--- config.mk ---
export PLATFORM = sky130hd
export DESIGN_NAME = fractal_solver_sequencer
export DESIGN_NICKNAME = d
export VERILOG_FILES = /design/src/rtl/fractal_solver_sequencer_pkg.sv /design/src/rtl/fractal_sweep_counter.sv /design/src/rtl/fractal_solver_sequencer.sv
export SDC_FILE = /design/constraint.sdc
export NUM_CORES = 1
export LEC_CHECK = 0
export CORE_MARGIN = 1
export CORE_UTILIZATION = 45
export DETAILED_ROUTE_END_ITERATION = 16
export GPL_ROUTABILITY_DRIVEN = 0
export PLACE_DENSITY = 0.7
export REMOVE_ABC_BUFFERS = 1
export SLEW_MARGIN = 20
export SYNTH_ARGS = -nofsm -noshare
export SYNTH_HDL_FRONTEND = slang
export SYNTH_HIERARCHICAL = 1
export SYNTH_SLANG_ARGS = --single-unit
export TNS_END_PERCENT = 5
--- constraint.sdc ---
create_clock -name clock -period 8.2 [get_ports clock]
set_input_delay 1.23 -clock clock [delete_from_list [all_inputs] [get_ports clock]]
set_output_delay 1.23 -clock clock [all_outputs]
set_load 0.005 [all_outputs]
--- src/rtl/fractal_solver_sequencer_pkg.sv ---
// Shared definitions for the fractal solver sequencer: state encoding,
// fractal mode codes and the accumulator control codes driven to the datapath.
package fractal_solver_sequencer_pkg;

    typedef enum logic [2:0] {
        ST_IDLE,
        ST_ABS,
        ST_ABS_FLUSH,
        ST_ITER,
        ST_ITER_FLUSH,
        ST_CHECK,
        ST_RESULT
    } state_t;

    localparam logic [1:0] MODE_MANDEL  = 2'd0;
    localparam logic [1:0] MODE_BSHIP   = 2'd1;
    localparam logic [1:0] MODE_TRICORN = 2'd2;

    localparam logic [1:0] ACC_ADD   = 2'd0;
    localparam logic [1:0] ACC_CARRY = 2'd1;
    localparam logic [1:0] ACC_SET   = 2'd2;
    localparam logic [1:0] ACC_NOP   = 2'd3;

    localparam logic [1:0] ABS_ACC_NONE  = 2'd0;
    localparam logic [1:0] ABS_ACC_START = 2'd1;
    localparam logic [1:0] ABS_ACC_CARRY = 2'd2;

    localparam int FLUSH_WAIT_DEF = 4;

    // The reserved mode code behaves exactly like Mandelbrot.
    function automatic logic [1:0] eff_mode(input logic [1:0] m);
        return (m == 2'd3) ? MODE_MANDEL : m;
    endfunction

endpackage

--- src/rtl/fractal_sweep_counter.sv ---
// Limb sweep walker: L counts down; in pair mode each L walks p = 0..L/2 with
// flip 0/1 per p, in single mode each step is one limb. pattern restarts per L.
module fractal_sweep_counter #(
    parameter int LIMB_INDEX_BITS = 6
) (
    input  logic                       clock,
    input  logic                       reset,
    input  logic                       load,
    input  logic [LIMB_INDEX_BITS-1:0] load_l,
    input  logic                       step,
    input  logic                       single,
    output logic [LIMB_INDEX_BITS-1:0] l,
    output logic [LIMB_INDEX_BITS-1:0] p,
    output logic                       flip,
    output logic [1:0]                 pattern,
    output logic                       last_of_l,
    output logic                       done
);
    localparam logic [LIMB_INDEX_BITS-1:0] LIMB_ONE = LIMB_INDEX_BITS'(1);

    logic [LIMB_INDEX_BITS-1:0] l_q, l_d, p_q, p_d;
    logic                       flip_q, flip_d;
    logic [1:0]                 pattern_q, pattern_d;

    assign last_of_l = single | (flip_q & (p_q == (l_q >> 1)));
    assign done      = last_of_l & (l_q == '0);
    assign l         = l_q;
    assign p         = p_q;
    assign flip      = flip_q;
    assign pattern   = pattern_q;

    always_comb begin
        l_d       = l_q;
        p_d       = p_q;
        flip_d    = flip_q;
        pattern_d = pattern_q;
        if (load) begin
            l_d       = load_l;
            p_d       = '0;
            flip_d    = 1'b0;
            pattern_d = 2'd0;
        end else if (step) begin
            if (last_of_l) begin
                l_d       = l_q - LIMB_ONE;
                p_d       = '0;
                flip_d    = 1'b0;
                pattern_d = 2'd0;
            end else begin
                pattern_d = pattern_q + 2'd1;
                flip_d    = ~flip_q;
                if (flip_q) begin
                    p_d = p_q + LIMB_ONE;
                end
            end
        end
    end

    always_ff @(posedge clock) begin
        if (reset) begin
            l_q       <= '0;
            p_q       <= '0;
            flip_q    <= 1'b0;
            pattern_q <= 2'd0;
        end else begin
            l_q       <= l_d;
            p_q       <= p_d;
            flip_q    <= flip_d;
            pattern_q <= pattern_d;
        end
    end

endmodule

--- src/rtl/fractal_solver_sequencer.sv ---
// Sequences the multi-limb escape-time datapath: optional abs pass, partial
// product sweep, pipeline flushes, divergence check and a held result handshake.
module fractal_solver_sequencer
    import fractal_solver_sequencer_pkg::*;
#(
    parameter int LIMB_INDEX_BITS = 6,
    parameter int ITER_BITS       = 16,
    parameter int FLUSH_WAIT      = FLUSH_WAIT_DEF
) (
    input  logic                       clock,
    input  logic                       reset,
    input  logic                       cfg_wr_en,
    input  logic [LIMB_INDEX_BITS-1:0] cfg_num_limbs,
    input  logic [ITER_BITS-1:0]       cfg_iter_lim,
    input  logic [1:0]                 cfg_mode,
    input  logic                       c_wr_re,
    input  logic                       c_wr_im,
    input  logic [LIMB_INDEX_BITS-1:0] c_wr_ind,
    input  logic                       start,
    input  logic                       abort,
    output logic [LIMB_INDEX_BITS-1:0] limb_ind,
    output logic [LIMB_INDEX_BITS-1:0] zre_ind,
    output logic [LIMB_INDEX_BITS-1:0] zim_ind,
    output logic                       cre_wr_en,
    output logic                       cim_wr_en,
    output logic                       op_abs,
    output logic                       flip,
    output logic [1:0]                 pattern,
    output logic [1:0]                 zre_acc_sel,
    output logic [1:0]                 zim_acc_sel,
    output logic                       zim_neg,
    output logic                       zre_wr_en,
    output logic                       zim_wr_en,
    input  logic                       zre_sign,
    input  logic                       zim_sign,
    input  logic                       diverged,
    output logic                       busy,
    output logic                       res_valid,
    input  logic                       res_ready,
    output logic [ITER_BITS-1:0]       res_count,
    output logic                       res_diverged
);
    localparam int FW_BITS = (FLUSH_WAIT < 1) ? 1 : $clog2(FLUSH_WAIT + 1);
    localparam logic [FW_BITS-1:0]         FW_LAST  = FW_BITS'(FLUSH_WAIT);
    localparam logic [FW_BITS-1:0]         FW_ONE   = FW_BITS'(1);
    localparam logic [LIMB_INDEX_BITS-1:0] LIMB_ONE = LIMB_INDEX_BITS'(1);
    localparam logic [ITER_BITS-1:0]       ITER_ONE = ITER_BITS'(1);

    state_t                     state_q, state_d;
    logic [LIMB_INDEX_BITS-1:0] num_limbs_q, num_limbs_d;
    logic [ITER_BITS-1:0]       iter_lim_q, iter_lim_d;
    logic [1:0]                 mode_q, mode_d;
    logic [ITER_BITS-1:0]       count_q, count_d;
    logic                       last_zre_sign_q, last_zre_sign_d;
    logic                       last_zim_sign_q, last_zim_sign_d;
    logic [FW_BITS-1:0]         flush_q, flush_d;
    logic [ITER_BITS-1:0]       res_count_q, res_count_d;
    logic                       res_diverged_q, res_diverged_d;

    logic                       sw_load, sw_step, sw_single, sw_flip, sw_last, sw_done;
    logic [LIMB_INDEX_BITS-1:0] sw_load_l, sw_l, sw_p, sw_lo, abs_top_l, first_load_l;
    logic [1:0]                 sw_pattern, mode_e;
    state_t                     first_sweep;

    fractal_sweep_counter #(.LIMB_INDEX_BITS(LIMB_INDEX_BITS)) u_sweep (
        .clock     (clock),
        .reset     (reset),
        .load      (sw_load),
        .load_l    (sw_load_l),
        .step      (sw_step),
        .single    (sw_single),
        .l         (sw_l),
        .p         (sw_p),
        .flip      (sw_flip),
        .pattern   (sw_pattern),
        .last_of_l (sw_last),
        .done      (sw_done)
    );

    // Burning Ship needs the abs pass in front of every sweep; the abs pass
    // walks N-1..0 while the partial sweep starts one limb higher at N.
    assign mode_e       = eff_mode(mode_q);
    assign first_sweep  = (mode_e == MODE_BSHIP) ? ST_ABS : ST_ITER;
    assign abs_top_l    = num_limbs_q - LIMB_ONE;
    assign first_load_l = (mode_e == MODE_BSHIP) ? abs_top_l : num_limbs_q;
    assign sw_single    = (state_q == ST_ABS);
    assign sw_lo        = sw_l - sw_p;

    assign busy         = (state_q != ST_IDLE);
    assign res_count    = res_count_q;
    assign res_diverged = res_diverged_q;

    always_comb begin
        state_d         = state_q;
        num_limbs_d     = num_limbs_q;
        iter_lim_d      = iter_lim_q;
        mode_d          = mode_q;
        count_d         = count_q;
        last_zre_sign_d = last_zre_sign_q;
        last_zim_sign_d = last_zim_sign_q;
        flush_d         = '0;
        res_count_d     = res_count_q;
        res_diverged_d  = res_diverged_q;
        sw_load         = 1'b0;
        sw_load_l       = first_load_l;
        sw_step         = 1'b0;
        limb_ind        = '0;
        zre_ind         = '0;
        zim_ind         = '0;
        cre_wr_en       = 1'b0;
        cim_wr_en       = 1'b0;
        op_abs          = 1'b0;
        flip            = 1'b0;
        pattern         = 2'd0;
        zre_acc_sel     = 2'd0;
        zim_acc_sel     = 2'd0;
        zim_neg         = 1'b0;
        zre_wr_en       = 1'b0;
        zim_wr_en       = 1'b0;
        res_valid       = 1'b0;

        case (state_q)
            ST_IDLE: begin
                limb_ind  = c_wr_ind;
                cre_wr_en = c_wr_re;
                cim_wr_en = c_wr_im;
                if (cfg_wr_en) begin
                    num_limbs_d = cfg_num_limbs;
                    iter_lim_d  = cfg_iter_lim;
                    mode_d      = cfg_mode;
                end else if (start) begin
                    count_d = '0;
                    state_d = first_sweep;
                    sw_load = 1'b1;
                end
            end
            ST_ABS: begin
                limb_ind    = sw_l;
                op_abs      = 1'b1;
                zre_ind     = sw_l;
                zim_ind     = sw_l;
                zre_wr_en   = 1'b1;
                zim_wr_en   = 1'b1;
                zre_acc_sel = !last_zre_sign_q ? ABS_ACC_NONE :
                              (sw_l == abs_top_l) ? ABS_ACC_START : ABS_ACC_CARRY;
                zim_acc_sel = !last_zim_sign_q ? ABS_ACC_NONE :
                              (sw_l == abs_top_l) ? ABS_ACC_START : ABS_ACC_CARRY;
                if (sw_done) state_d = ST_ABS_FLUSH;
                else         sw_step = 1'b1;
            end
            ST_ABS_FLUSH: begin
                if (flush_q == FW_LAST) begin
                    state_d   = ST_ITER;
                    sw_load   = 1'b1;
                    sw_load_l = num_limbs_q;
                end else begin
                    flush_d = flush_q + FW_ONE;
                end
            end
            ST_ITER: begin
                limb_ind = sw_l;
                flip     = sw_flip;
                pattern  = sw_pattern;
                zre_ind  = sw_flip ? sw_p : sw_lo;
                zim_ind  = sw_flip ? sw_lo : sw_p;
                zim_neg  = (mode_e == MODE_BSHIP)   ? (last_zre_sign_q ^ last_zim_sign_q) :
                           (mode_e == MODE_TRICORN);
                if (sw_p != '0) begin
                    zre_acc_sel = ACC_ADD;
                    zim_acc_sel = ACC_ADD;
                end else if (!sw_flip) begin
                    zre_acc_sel = ACC_NOP;
                    zim_acc_sel = (sw_l == num_limbs_q) ? ACC_SET : ACC_CARRY;
                end else begin
                    zre_acc_sel = (sw_l == num_limbs_q) ? ACC_SET : ACC_CARRY;
                    zim_acc_sel = ACC_ADD;
                end
                // The square term re*im on the diagonal is counted once, not twice.
                if (sw_flip && (sw_p == sw_lo)) zim_acc_sel = ACC_NOP;
                zre_wr_en = sw_last && (sw_l < num_limbs_q);
                zim_wr_en = sw_last && (sw_l < num_limbs_q);
                if (sw_done) state_d = ST_ITER_FLUSH;
                else         sw_step = 1'b1;
            end
            ST_ITER_FLUSH: begin
                if (flush_q == FW_LAST) state_d = ST_CHECK;
                else                    flush_d = flush_q + FW_ONE;
            end
            ST_CHECK: begin
                last_zre_sign_d = zre_sign;
                last_zim_sign_d = zim_sign;
                if (diverged) begin
                    res_count_d    = count_q;
                    res_diverged_d = 1'b1;
                    state_d        = ST_RESULT;
                end else if (count_q == iter_lim_q) begin
                    res_count_d    = iter_lim_q;
                    res_diverged_d = 1'b0;
                    state_d        = ST_RESULT;
                end else begin
                    count_d = count_q + ITER_ONE;
                    state_d = first_sweep;
                    sw_load = 1'b1;
                end
            end
            ST_RESULT: begin
                res_valid = 1'b1;
                if (res_ready) state_d = ST_IDLE;
            end
            default: state_d = ST_IDLE;
        endcase

        if (abort && (state_q != ST_IDLE) && (state_q != ST_RESULT)) begin
            state_d   = ST_IDLE;
            sw_load   = 1'b0;
            sw_step   = 1'b0;
            zre_wr_en = 1'b0;
            zim_wr_en = 1'b0;
        end
    end

    always_ff @(posedge clock) begin
        if (reset) begin
            state_q         <= ST_IDLE;
            num_limbs_q     <= '0;
            iter_lim_q      <= '0;
            mode_q          <= 2'd0;
            count_q         <= '0;
            last_zre_sign_q <= 1'b0;
            last_zim_sign_q <= 1'b0;
            flush_q         <= '0;
            res_count_q     <= '0;
            res_diverged_q  <= 1'b0;
        end else begin
            state_q         <= state_d;
            num_limbs_q     <= num_limbs_d;
            iter_lim_q      <= iter_lim_d;
            mode_q          <= mode_d;
            count_q         <= count_d;
            last_zre_sign_q <= last_zre_sign_d;
            last_zim_sign_q <= last_zim_sign_d;
            flush_q         <= flush_d;
            res_count_q     <= res_count_d;
            res_diverged_q  <= res_diverged_d;
        end
    end

endmodule

==> reports/metrics.cfg, run 1 <==
[synth]
yosys-top-cells-area = dfxtp_1 30%, nand2_1 7.0%, a21oi_1 5.6%
async_flop_share = 0
synthTopCellsByCount = 99 x nand2_1, 80 x dfxtp_1, 60 x a21oi_1
yosysTopAreaCell = dfxtp_1
yosysSeqAreaShare = 0.301
ys_types = 66
ys.flop_type = dfxtp_1
synth-warning-count = 6
syn_avg_cell_area_sq_um = 7.77
syn_area_sq_mm = 0.00533
synth_top_area_share = 0.301
yosys_register_bits = 80
yosysMostFrequentCell = nand2_1
syn_inst = 685
synth-edff-count = 0

[cts]
cts_setup_buffers = 0
cts_hold_buf = 0
clk_latency_ps = 340
cts_root_buf = clkbuf_16
clk_pin_slew_ps = 60
cts_tree = done
cts_resized = 0
cts.sinks = 80
cts_max_path_buffers = 2
numCtsBuffers = 9
h-tree-depth = 3

[floorplanning]
core_sq_mm = 0.0115
die_w_microns = 111
rows = 39
die-height_microns = 111
io_pins = 91
start_util = 0.464
dieArea_sq_mm = 0.0123

[power]
ir_drop_v = 0.000165
p_per_area_mw_per_mm2 = 235
p_comb_frac = 0.425
clockPowerShare = 0.268
p_sw_frac = 0.385
p_sw_uw = 597
power_frac_seq = 0.306
p_leak_nw = 2.44
internal_power_uw = 952

[setup_path]
worstPathRequired_ps = 6970
cpMaxStageDelayCell = dfxtp_1
r2r-start = state_q[2]$_SDFFE_PP0P_
start_kind = flop
cp_cell_sequence = ha_1 > inv_1 > fa_1 > a21o_1 > a21oi_1 > xor2_1 > xnor2_1 > nand4_1 > a21oi_1 > clkdlybuf4s50_1
arrival_ps = 3180
cp-end-kind = output port
critPathMostFrequentCell = a21oi_1
slowest_delay_ps = 540
cp.depth = 10
crit_end = zim_acc_sel[0]
cp_num_buf_inv = 2
cp_top_family = adder cells
crit_fanout = 10
reg2regPathDepth = 13
crit_type = reg -> out
r2r_setup_slack_ps = 4500
crit_start = u_sweep/p[0]$_SDFFE_PP0P_
r2r-end = u_sweep/l[3]$_SDFFE_PP0P_

[layout]
syn_to_final_growth_pct = 23.5
fin_util = 0.574
drive_gt1_frac = 0.0605
final_area_sq_mm = 0.00658
fill_cells = 1048
final_nets = 815
antenna_cells = 0
final_cells = 903

[global_routing]
grtUsageTotal = 0.233
grt_max_degree = 60
grt_pass1_vias = 4816
grt_pass1_wl_microns = 23400
grt-ovfl-total = 0
antenna_found_initial = 0

[outcome]
status = finished clean

[placement]
place_area_sq_mm = 0.00627
hpwl_microns = 10400
post-place-cells = 887
portBuffers = 90

[timing]
maxSlewViolCount = 0
setup_viol = 0
skew_ps = 7.13
finalSetupTns_ps = 0
maxSlewHeadroom = 0.405
tightest_slew_ps = 890
timing.final.crit_period_ps = 4410
rsz0062_at_grt = false
hold_violations = 0
fin_crit_sh = 0.538
fmax_mhz = 227

[hold_path]
worstHoldPathType = reg -> reg
hold_depth = 1

[routing]
postRouteAntennaNets = 0
totalWireLength_microns = 14500
drcViolationCount = 0
viasPerCell = 5.78
wire_per_inst_microns = 16.1
first_iter_violations = 404
vias = 5223
firstDrtPassIters = 6

[job]
drv_cap = 0

-- cells in the final DEF, fill, tap and decap left out, drive strengths merged, types with 14 or more instances in the layout --
cell	count
clkdlybuf4s50	89
ha	18
nor3	14
nand2	99
dfxtp	80
o21ai	36
nor2	48
a21oi	65
xnor2	22
nand3	22
a211oi	20
inv	34
mux2i	21
xor2	24
-- cell type report --
class | instances | area [sq um] | area share
multi-input combinational | 532 | 3400 | 0.517
sequential | 80 | 1600 | 0.243
timing repair buffer | 100 | 971 | 0.148
clock buffer | 11 | 243 | 0.0369
tap | 143 | 179 | 0.0272
inverter | 32 | 120 | 0.0183
clock inverter | 5 | 62.6 | 0.00951
-- sequential cells by signal, summed over array words and instances (netlist names) --
| signal | cells |
|---|---|
| state_q | 3 |
| num_limbs_q | 6 |
| flush_q | 3 |
| mode_q | 2 |
| count_q | 16 |
| res_diverged | 1 |
| u_sweep/l | 6 |
| iter_lim_q | 16 |
| u_sweep/flip | 1 |
| u_sweep/p | 6 |
| last_zre_sign_q | 1 |
| last_zim_sign_q | 1 |
| u_sweep/pattern | 2 |
| res_count | 16 |
-- how the worst min path moves through the flow --
| stage | startpoint | endpoint | slack (ps) |
|---|---|---|---|
| 2_1_floorplan | flush_q[0]$_SDFF_PP0_ | flush_q[0]$_SDFF_PP0_ | 420 |
| 3_3_place_gp | flush_q[0]$_SDFF_PP0_ | flush_q[0]$_SDFF_PP0_ | 430 |
| 3_5_place_dp | flush_q[0]$_SDFF_PP0_ | flush_q[0]$_SDFF_PP0_ | 450 |
| 4_1_cts | flush_q[0]$_SDFF_PP0_ | flush_q[0]$_SDFF_PP0_ | 460 |
| 5_1_grt | flush_q[0]$_SDFF_PP0_ | flush_q[0]$_SDFF_PP0_ | 480 |
| 6_report | flush_q[0]$_SDFF_PP0_ | flush_q[0]$_SDFF_PP0_ | 450 |
-- power by group through the flow --
stage / registers [mW] / clock network [mW] / logic (mW)
floorplan: 0.484 / 0 / 0.397
global route: 0.480 / 0.442 / 0.725
global placement: 0.480 / 0 / 0.640
CTS: 0.474 / 0.422 / 0.655
finish: 0.474 / 0.416 / 0.659
detailed placement: 0.483 / 0 / 0.651
-- cell families after synthesis --
kind of cell / synth area share
xor+xnor: 0.0757
compound gates: 0.222
flops: 0.301
mux: 0.0395
fa+ha+maj: 0.0461
buf+inv: 0.0604
simple gates: 0.256
-- through the flow --
stage          total power [mW]  setup slack, ps  hold WS, ps
6_report                   1.55             3790          449
5_1_grt                    1.65             3580          481
4_1_cts                    1.55             3790          458
3_5_place_dp               1.13             4160          449
3_3_place_gp               1.12             4190          428
2_1_floorplan             0.882             4530          417
-- layer usage --
layer | track usage | up-vias | share of wire
met5 | 0 | - | 0
met4 | 0.0782 | 0 | 0.013
met3 | 0.0426 | 20 | 0.051
met2 | 0.381 | 174 | 0.47
met1 | 0.308 | 2451 | 0.47
li1 | - | 2578 | -
No activity file was read; power rests on OpenSTA's default activity.
==> inputs of run 2 (changes only) <==
==> constraint.sdc (replaced) <==
create_clock -name clock -period 4.5 [get_ports clock]
set_input_delay 0.675 -clock clock [delete_from_list [all_inputs] [get_ports clock]]
set_output_delay 0.675 -clock clock [all_outputs]
set_load 0.005 [all_outputs]
==> reports/metrics.cfg, run 2 (synthesis results as in run 1) <==
[timing]
hold_violations = 0
maxSlewViolCount = 0
timing.final.crit_period_ps = 3900
tightest_slew_ps = 946
worst_slack_ps = 600
setup_viol = 0
rsz0062_at_grt = false
fin_crit_sh = 0.867
maxSlewHeadroom = 0.369
fmax_mhz = 256
hold_ws_ps = 460
skew_ps = 7.42
finalSetupTns_ps = 0

[floorplanning]
core_sq_mm = 0.0115
die_w_microns = 111
die-height_microns = 111
io_pins = 91
dieArea_sq_mm = 0.0123
start_util = 0.464
rows = 39

[setup_path]
cp-end-kind = output port
slowest_delay_ps = 530
crit_fanout = 10
r2r-start = state_q[2]$_SDFFE_PP0P_
worstPathRequired_ps = 3830
cp_cell_sequence = ha_1 > inv_1 > fa_1 > a21o_1 > a21oi_1 > xor2_1 > xnor2_1 > nand4_1 > a21oi_1 > clkdlybuf4s50_1
cpMaxStageDelayCell = dfxtp_1
r2r_setup_slack_ps = 1000
start_kind = flop
cp_top_family = adder cells
critPathMostFrequentCell = a21oi_1
crit_start = u_sweep/p[0]$_SDFFE_PP0P_
arrival_ps = 3220
reg2regPathDepth = 13
crit_type = reg -> out
cp_num_buf_inv = 2
r2r-end = u_sweep/l[3]$_SDFFE_PP0P_

[layout]
final_area_sq_mm = 0.00657
drive_gt1_frac = 0.0631
layout_commonest_cell = nand2_1
final_nets = 817
syn_to_final_growth_pct = 23.4
fin_util = 0.573
antenna_cells = 0
mostFrequentLayoutCells = 99 x nand2_1, 89 x clkdlybuf4s50_1, 80 x dfxtp_1, 60 x a21oi_1, 47 x nor2_1

[power]
ir_drop_v = 0.000339
p_leak_nw = 2.45
p_per_area_mw_per_mm2 = 421

[global_routing]
grtUsageTotal = 0.239
grt_pass1_vias = 4893
grt_pass1_wl_microns = 23800
antenna_found_initial = 0
grt-ovfl-total = 0
grt_max_degree = 37

[cts]
cts_root_buf = clkbuf_16
cts_max_path_buffers = 2
cts_hold_buf = 0
h-tree-depth = 3
cts_tree = done
clk_latency_ps = 340
cts_resized = 0
cts.sinks = 80
cts_setup_buffers = 0
clk_pin_slew_ps = 60
numCtsBuffers = 9

[hold_path]
min_to = flush_q[0]$_SDFF_PP0_
hold_depth = 1
hp-start = flush_q[0]$_SDFF_PP0_
worstHoldPathType = reg -> reg

[placement]
place_area_sq_mm = 0.00629
hpwl_microns = 10600
portBuffers = 90
dp_slack_ps = 980

[routing]
totalWireLength_microns = 14400
wire_per_inst_microns = 15.9
viasPerCell = 5.72
vias = 5172
drcViolationCount = 0
postRouteAntennaNets = 0
firstDrtPassIters = 5
first_iter_violations = 351

[job]
drv_cap = 0

[outcome]
status = finished clean

==> run 2: changes by cell type in the layout (fill, tap and decap cells not counted), sizes merged <==
cell / change
clkbuf: -1
clkinvlp: -1
inv: -1
buf: +2
bufinv: -1
clkinv: +3
==> run 2: layer usage <==
metal | global-route usage | part of all wire
met1 | 0.321 | 0.47
met2 | 0.377 | 0.46
met3 | 0.0470 | 0.053
met4 | 0.0916 | 0.020
met5 | 0 | 0
==> run 2: per-stage QoR <==
step / power [mW] / std cells
final: 2.76 / 904
after detailed placement: 2.06 / 889
after global routing: 2.94 / 904
after global placement: 2.03 / 889
after CTS: 2.77 / 904
after floorplan: 1.61 / 644
==> run 2: cell type report <==
type / instances / area [sq um]
fillers: 1070 / 4900
inverters: 32 / 120
well taps: 143 / 179
flip-flops and latches: 80 / 1600
repair buffers: 102 / 986
clock buffers: 10 / 239
clock inverters: 5 / 42.5
multi-input cells: 532 / 3400
==> run 2: how the worst max path moves through the flow <==
stage / endpoint / cells past startpoint
floorplan: u_sweep/l[3]$_SDFFE_PP0P_ / 9
global placement: zim_acc_sel[1] / 10
detailed placement: zim_acc_sel[0] / 10
CTS: zim_acc_sel[0] / 10
global route: zim_acc_sel[0] / 10
finish: zim_acc_sel[0] / 10
==> run 2: power breakdown <==
group / total [mW] / leakage (nW) / switching (mW) / internal [mW]
clock network: 0.703 / 0.135 / 0.312 / 0.391
logic: 1.19 / 1.66 / 0.679 / 0.513
registers: 0.869 / 0.649 / 0.0970 / 0.772
total: 2.76 / 2.45 / 1.09 / 1.68
==> run 2: worst register-to-register path, stage by stage, from the launching register on <==
cell	delay, ps
dfxtp_1	520
inv_1	160
nand2_1	370
nor2_1	80
buf_4	200
inv_1	220
o21ai_1	150
and4b_1	250
nor3_1	180
buf_4	230
nor4b_1	500
and3_2	270
o31ai_1	70
and4bb_1	200
==> inputs of run 3 (changes only) <==
--- a/config.mk
+++ b/config.mk
@@ -11,6 +11,7 @@
 export GPL_ROUTABILITY_DRIVEN = 0
 export PLACE_DENSITY = 0.7
 export REMOVE_ABC_BUFFERS = 1
+export SKIP_LAST_GASP = 1
 export SLEW_MARGIN = 20
 export SYNTH_ARGS = -nofsm -noshare
 export SYNTH_HDL_FRONTEND = slang
==> results of run 3 <==
No change in the layout: final DEF, timing and power equal those of run 2.
==> RTL edit, RTL diff (settings of run 2) <==
Change the parameter `ITER_BITS` from 16 to 20.
--- a/src/rtl/fractal_solver_sequencer.sv
+++ b/src/rtl/fractal_solver_sequencer.sv
@@ -5,5 +5,5 @@
 #(
     parameter int LIMB_INDEX_BITS = 6,
-    parameter int ITER_BITS       = 16,
+    parameter int ITER_BITS       = 20,
     parameter int FLUSH_WAIT      = FLUSH_WAIT_DEF
 ) (
Ports: changed (resized cfg_iter_lim and res_count); port bits go from 91 to 99. No check against the original RTL was run, so the function may have changed too.
==> RTL edit against run 2 <==
  * Sequential cell count increased by 12
  * Power decreased by 11%
  * Utilization increased by 0.13 points
  * Cell area increased by 12%
  * Final cell count increased by 12%
  * Synthesized area increased by 12%
  * Routed wire length increased by 16%
  * Non-clock buffer count increased by 8
  * Setup slack got worse by 0.14 ns
==> RTL edit: results (changes against run 2) <==
I/O Buffers: 98 (+8.9%)
Least-Margin Pin Slew: 1.115 ns (+0.1691 ns)
Hpwl dp: 12010 microns (+13%)
DRT Wirelength: 16680 microns (+16%)
Peak VDD IR: 179.8 uV (-47%)
Top cells by area in the synthesized netlist: dfxtp_1 31%, nand2_1 7.0%, xnor2_1 6.7%
GR Layer Usage met2: 0.4200 (+0.04277)
Clock skew: 0.01059 ns (+0.003169 ns)
R2R depth: 10 (-3)
P_leak: 2.668 nW (+9.0%)
Status: finished, final reports clean
Layout cell share with drive strength beyond 1: 0.05370 (-0.009376)
WL met2: 7963 microns (+21%)
Met3 GRT Util: 0.03811 (-0.008915)
Reg2Reg Launch Point: u_sweep/l[3]$_SDFFE_PP0P_
Synth top cells by count: 111 x nand2_1, 92 x dfxtp_1, 75 x a21oi_1
Crit path max fanout: 6 (-4)
Placed Cells: 994 (+12%)
Critical-path top delay cell: nor4b_1
Fillers: 1159 (+8.3%)
Total track usage: 0.2484 (+0.009355)
Fmax: 247.8 MHz (-3.4%)
Largest net degree at the start of global routing: 39 (+5.4%)
Nets@finish: 897 (+9.8%)
Wire length on met3: 932 microns (+21%)
Via density: 5.850 (+2.3%)
Vias in the first global route: 5547 (+13%)
## RTL edit: cells by family after synthesis
| logic type | Yosys count | share of synthesized area |
|---|---|---|
| AO/OA/AOI/OAI | 205 | 0.2230 |
| XOR/XNOR | 56 | 0.08670 |
| AND/OR/NAND/NOR | 276 | 0.2346 |
| adder cells (fa/ha/maj) | 19 | 0.04105 |
| buffers and inverters | 85 | 0.05780 |
| flip-flops | 92 | 0.3083 |
| multiplexers | 29 | 0.04859 |
## RTL edit: power by group
group / internal, mW / switching, mW / total, mW / leakage [nW]
clock: 0.431 / 0.326 / 0.757 / 0.147
sequential: 0.864 / 0.0669 / 0.931 / 0.746
combinational: 0.331 / 0.449 / 0.780 / 1.78
total: 1.63 / 0.842 / 2.47 / 2.67
## RTL edit: final cells by class
cell class	instances	area, sq um	share of cell area
inverters	35	131.4	0.01791
flip-flops and latches	92	1842	0.2511
clock inverters	6	62.56	0.008530
multi-input cells	585	3789	0.5165
well taps	172	215.2	0.02934
repair buffers	110	1066	0.1453
clock buffers	10	229.0	0.03122
